[src/rtl/apb_master.sv]
// APB3 requester: converts a valid/ready command into one APB transfer.
// It returns one response pulse per command and aborts a transfer whose wait states reach TIMEOUT.
module apb_master #(
    parameter int ADDR_W  = 8,
    parameter int DATA_W  = 8,
    parameter int TIMEOUT = 16
) (
    input  logic              PCLK,
    input  logic              PRESETn,
    input  logic              cmd_valid,
    output logic              cmd_ready,
    input  logic              cmd_write,
    input  logic [ADDR_W-1:0] cmd_addr,
    input  logic [DATA_W-1:0] cmd_wdata,
    output logic              rsp_valid,
    output logic [DATA_W-1:0] rsp_rdata,
    output logic              rsp_err,
    output logic              rsp_timeout,
    output logic              PSEL,
    output logic              PENABLE,
    output logic              PWRITE,
    output logic [ADDR_W-1:0] PADDR,
    output logic [DATA_W-1:0] PWDATA,
    input  logic [DATA_W-1:0] PRDATA,
    input  logic              PREADY,
    input  logic              PSLVERR
);
    typedef enum logic [1:0] {ST_IDLE, ST_SETUP, ST_ACCESS} state_t;

    localparam logic [7:0] TIMEOUT_CNT = 8'(TIMEOUT);

    state_t              state_reg, state_next;
    logic [7:0]          wait_cnt_reg, wait_cnt_next, wait_inc;
    logic                psel_reg, psel_next;
    logic                penable_reg, penable_next;
    logic                pwrite_reg, pwrite_next;
    logic [ADDR_W-1:0]   paddr_reg, paddr_next;
    logic [DATA_W-1:0]   pwdata_reg, pwdata_next;
    logic                rsp_valid_reg, rsp_valid_next;
    logic [DATA_W-1:0]   rsp_rdata_reg, rsp_rdata_next;
    logic                rsp_err_reg, rsp_err_next;
    logic                rsp_timeout_reg, rsp_timeout_next;

    always_ff @(posedge PCLK or negedge PRESETn) begin
        if (!PRESETn) begin
            state_reg       <= ST_IDLE;
            wait_cnt_reg    <= '0;
            psel_reg        <= 1'b0;
            penable_reg     <= 1'b0;
            pwrite_reg      <= 1'b0;
            paddr_reg       <= '0;
            pwdata_reg      <= '0;
            rsp_valid_reg   <= 1'b0;
            rsp_rdata_reg   <= '0;
            rsp_err_reg     <= 1'b0;
            rsp_timeout_reg <= 1'b0;
        end else begin
            state_reg       <= state_next;
            wait_cnt_reg    <= wait_cnt_next;
            psel_reg        <= psel_next;
            penable_reg     <= penable_next;
            pwrite_reg      <= pwrite_next;
            paddr_reg       <= paddr_next;
            pwdata_reg      <= pwdata_next;
            rsp_valid_reg   <= rsp_valid_next;
            rsp_rdata_reg   <= rsp_rdata_next;
            rsp_err_reg     <= rsp_err_next;
            rsp_timeout_reg <= rsp_timeout_next;
        end
    end

    // Saturating so a stuck slave can never wrap the counter back below TIMEOUT.
    assign wait_inc = (wait_cnt_reg == 8'hFF) ? 8'hFF : wait_cnt_reg + 8'd1;

    always_comb begin
        state_next       = state_reg;
        wait_cnt_next    = wait_cnt_reg;
        psel_next        = psel_reg;
        penable_next     = penable_reg;
        pwrite_next      = pwrite_reg;
        paddr_next       = paddr_reg;
        pwdata_next      = pwdata_reg;
        rsp_valid_next   = 1'b0;
        rsp_rdata_next   = rsp_rdata_reg;
        rsp_err_next     = rsp_err_reg;
        rsp_timeout_next = rsp_timeout_reg;
        case (state_reg)
            ST_IDLE: begin
                if (cmd_valid) begin
                    pwrite_next  = cmd_write;
                    paddr_next   = cmd_addr;
                    pwdata_next  = cmd_wdata;
                    psel_next    = 1'b1;
                    penable_next = 1'b0;
                    state_next   = ST_SETUP;
                end
            end
            ST_SETUP: begin
                penable_next  = 1'b1;
                wait_cnt_next = '0;
                state_next    = ST_ACCESS;
            end
            ST_ACCESS: begin
                if (PREADY) begin
                    psel_next        = 1'b0;
                    penable_next     = 1'b0;
                    rsp_valid_next   = 1'b1;
                    rsp_rdata_next   = pwrite_reg ? '0 : PRDATA;
                    rsp_err_next     = PSLVERR;
                    rsp_timeout_next = 1'b0;
                    state_next       = ST_IDLE;
                end else begin
                    wait_cnt_next = wait_inc;
                    if (wait_inc >= TIMEOUT_CNT) begin
                        psel_next        = 1'b0;
                        penable_next     = 1'b0;
                        rsp_valid_next   = 1'b1;
                        rsp_rdata_next   = '0;
                        rsp_err_next     = 1'b1;
                        rsp_timeout_next = 1'b1;
                        state_next       = ST_IDLE;
                    end
                end
            end
            default: state_next = ST_IDLE;
        endcase
    end

    assign cmd_ready   = (state_reg == ST_IDLE);
    assign rsp_valid   = rsp_valid_reg;
    assign rsp_rdata   = rsp_rdata_reg;
    assign rsp_err     = rsp_err_reg;
    assign rsp_timeout = rsp_timeout_reg;
    assign PSEL        = psel_reg;
    assign PENABLE     = penable_reg;
    assign PWRITE      = pwrite_reg;
    assign PADDR       = paddr_reg;
    assign PWDATA      = pwdata_reg;

endmodule

[config.mk]
export PLATFORM = sky130hd
export DESIGN_NAME = apb_master
export DESIGN_NICKNAME = d
export VERILOG_FILES = /design/src/rtl/apb_master.sv
export SDC_FILE = /design/constraint.sdc
export NUM_CORES = 1
export LEC_CHECK = 0
export ABC_CLOCK_PERIOD_IN_PS = 2730
export CAP_MARGIN = 10
export CORE_MARGIN = 2
export CORE_UTILIZATION = 45
export DETAILED_ROUTE_END_ITERATION = 10
export PLACE_DENSITY = 0.79
export SYNTH_ARGS = -nofsm -noshare
export SYNTH_HDL_FRONTEND = slang
export SYNTH_SLANG_ARGS = --single-unit
[constraint.sdc]
create_clock -name PCLK -period 2.73 [get_ports PCLK]
set_clock_uncertainty 0.1 [all_clocks]
set_input_delay 0.273 -clock PCLK [delete_from_list [all_inputs] [get_ports PCLK]]
set_output_delay 0.273 -clock PCLK [all_outputs]
set_load 0.02 [all_outputs]
==> run_results.csv <==
group,metric,value,unit
route,antenna_left,0,
pwr,power.total,0.00272,W
clock_tree,clock-sinks,40,
synthesis,ys_top_cells_by_area,"dfrtp_1 53%, mux2_1 10%, a22oi_1 4.0%",
sta,hold_viol_final,25,
synthesis,synth_seq_cells,40,
worst_setup_path,worst_ep_required_time,2.82,ns
synthesis,synth_top_family_by_area,"compound AO/OA/AOI/OAI gates",
clock_tree,htreeDepth,2,
synthesis,synth_compound_area_frac,0.196,
layout,drive_gt1_frac,0.0957,
synthesis,netlist_instances,170,
synthesis,synthMuxAreaShare,0.108,
synthesis,synth-adder-area-share,0.00668,
sta,tns,0,ns
synthesis,yosysWarnings,0,
floorplan,start_util,0.468,
status,violations,"hold timing",
layout,n_antenna_cell,0,
synthesis,synth-simple-area-share,0.0976,
layout,nets,260,
route,drc,0,
grt,global_route.overflow_total,0,
worst_setup_path,crit_slowest_cell,"a22o_1",
synthesis,synth_xor_area_frac,0.00468,
route,totalWireLength,3920,µm
sta,fin_crit_sh,0.837,
grt,grt_pass1_vias,1354,
layout,final_cell_mix,"59 x clkdlybuf4s50_1, 40 x dfrtp_1, 17 x mux2_1",
route,firstDrtPassIters,4,
sta,rsz0062_at_grt,"no",
sta,worst_pin_slew,0.861,ns
worst_setup_path,crit_arrival,2.37,ns
floorplan,core_area,0.00400,mm²
clock_tree,path_clk_slew,0.08,ns
synthesis,synthArstFlopShare,1.00,
synthesis,synth.avg_cell_area,11.0,µm²
clock_tree,postCtsSetupBuffers,0,
sta,finalSetupViolations,0,
grt,grt_pass1_wl,6090,µm
worst_setup_path,cp_cell_sequence,"ha_1 > and3_1 > or4_1 > a22o_1 > o21a_1",
route,vias,1528,
synthesis,yosys.area.top_type,"dfrtp_1",
clock_tree,worstSkewPairLatency,0.29,ns
floorplan,row_count,23,
pwr,p_per_area,1050,mW/mm²
clock_tree,root_buffer,"clkbuf_8",
placement,port_buffers,60,
sta,fmax,0.438,GHz
placement,gp_congestion,0.923,
synthesis,synth_nets,201,
clock_tree,postCtsHoldBufs,0,
clock_tree,clockBufferDepth,2,
route,wire_per_inst,14.0,µm
sta,slew_headroom,0.426,
run,cap_violations,0,
floorplan,die_w,68.5,µm
min_path,hold_class,"input pin to asynchronous set/reset pin",
placement,dpl.hpwl,2780,µm
synthesis,synth_top_area_share,0.535,
placement,post-place-ws,0.443,ns
worst_setup_path,criticalPathCategory,"flop to flop",
floorplan,io_pins,61,
layout,fin_cells,280,
synthesis,synth_edf_count,0,
worst_setup_path,max_stage_delay,0.44,ns
worst_setup_path,cp_max_fo,13,
synthesis,seq_area_frac_synth,0.535,
pwr,ir_drop,515,µV
floorplan,fp.dieArea,0.00469,mm²
clock_tree,numCtsBuffers,5,
floorplan,die_h,68.5,µm
layout,area_delta_synth_final,38.4,%
sta,fin_ws,0.445,ns
route,viasPerCell,5.46,
clock_tree,cts_resized,0,
placement,placed_cells_incl_taps,272,
sta,holdWs,-0.00972,ns
clock_tree,cts_tree,"built",
route,drt-initial-drc-count,93,
grt,track_usage,0.180,
sta,period_needed,2.29,ns
worst_setup_path,end_kind,"flop",
pwr,power.leakage,1.10,nW
synthesis,synthFlopType,"dfrtp_1",
grt,antenna_found_initial,0,
layout,layout_commonest_cell,"clkdlybuf4s50_1",
sta,slew_violations,0,
synthesis,yosysUniqueCellTypes,39,
status,status,"complete, but fails checks",
grt,grt_start_max_net_pins,41,
synthesis,syn-cell-area,0.00187,mm²
worst_setup_path,start_kind,"flop",
layout make-up:
type | count | area [µm²]
fillers | 341 | 1410
flip-flops and latches | 40 | 1000
multi-input cells | 107 | 772
repair buffers | 61 | 616
clock buffers | 5 | 68.8
well taps | 50 | 62.6
inverters | 14 | 52.6
clock inverters | 3 | 18.8
final timing paths:
path / startpoint / end / slack, ns / cells after the start
max: wait_cnt_reg[0] / rsp_err / 0.44 / 5
min reg2reg: PWDATA[3] / PWDATA[3] / 0.39 / 1
max reg2reg: wait_cnt_reg[0] / rsp_err / 0.44 / 5
max in group asynchronous: PRESETn / wait_cnt_reg[7] / 1.99 / 1
min: PRESETn / rsp_rdata[5] / -0.01 / 1
min in group PCLK: PWDATA[3] / PWDATA[3] / 0.39 / 1
critical path, delay by kind of cell, from the launching register on:
family	cells	cell delay [ns]
and+or+nand+nor	2	0.68
DFF	1	0.42
adders and majority gates	1	0.26
AOI/OAI and AO/OA	2	0.71
cell usage after synthesis (2+ instances only):
cell      number
a22oi_1       10
a31oi_1        3
dfrtp_1       40
o21ai_0        7
a211o_1        2
a21oi_1        6
o21ai_2        8
and2_1         3
nand4_1        2
a21o_1         2
a21oi_2        2
inv_2          2
mux2_1        17
a211oi_1       2
nor2_1        11
nor3_1         2
and3b_1        2
nand3_1        4
nand2_1        5
inv_1         12
clkbuf_1       4
buf_2          4
o21ai_1        3
o21a_1         2
report_power, final:
part | internal [W] | leakage (nW) | switching [W]
registers | 0.000829 | 0.479 | 0.000176
clock network | 0.000178 | 0.0479 | 0.000207
logic | 0.000670 | 0.574 | 0.000664
cell families (layout without fill, tap and decap cells):
logic type,after synthesis,count (layout)
buf+inv,23,83
flops,40,40
fa+ha+maj,1,1
xor+xnor,1,1
mux,18,18
compound gates,52,52
simple gates,35,35
through the flow:
step / cell area [µm²] / utilization / hold WS [ns]
2_1_floorplan: 1870 / - / -0.123
3_3_place_gp: 2500 / 0.626 / 0.340
3_5_place_dp: 2500 / 0.626 / 0.343
4_1_cts: 2590 / 0.648 / 0.0196
5_1_grt: 2590 / 0.648 / 0.0463
6_report: 2590 / 0.648 / -0.00972
routing by layer:
layer	up-vias	track usage	share of wire	wire, µm
li1	728	-	-	-
met1	721	0.235	0.43	1690
met2	70	0.264	0.44	1720
met3	9	0.0633	0.11	426
met4	0	0.0875	0.023	89
met5	-	0	0	0
(Power assumes the default switching activity.)
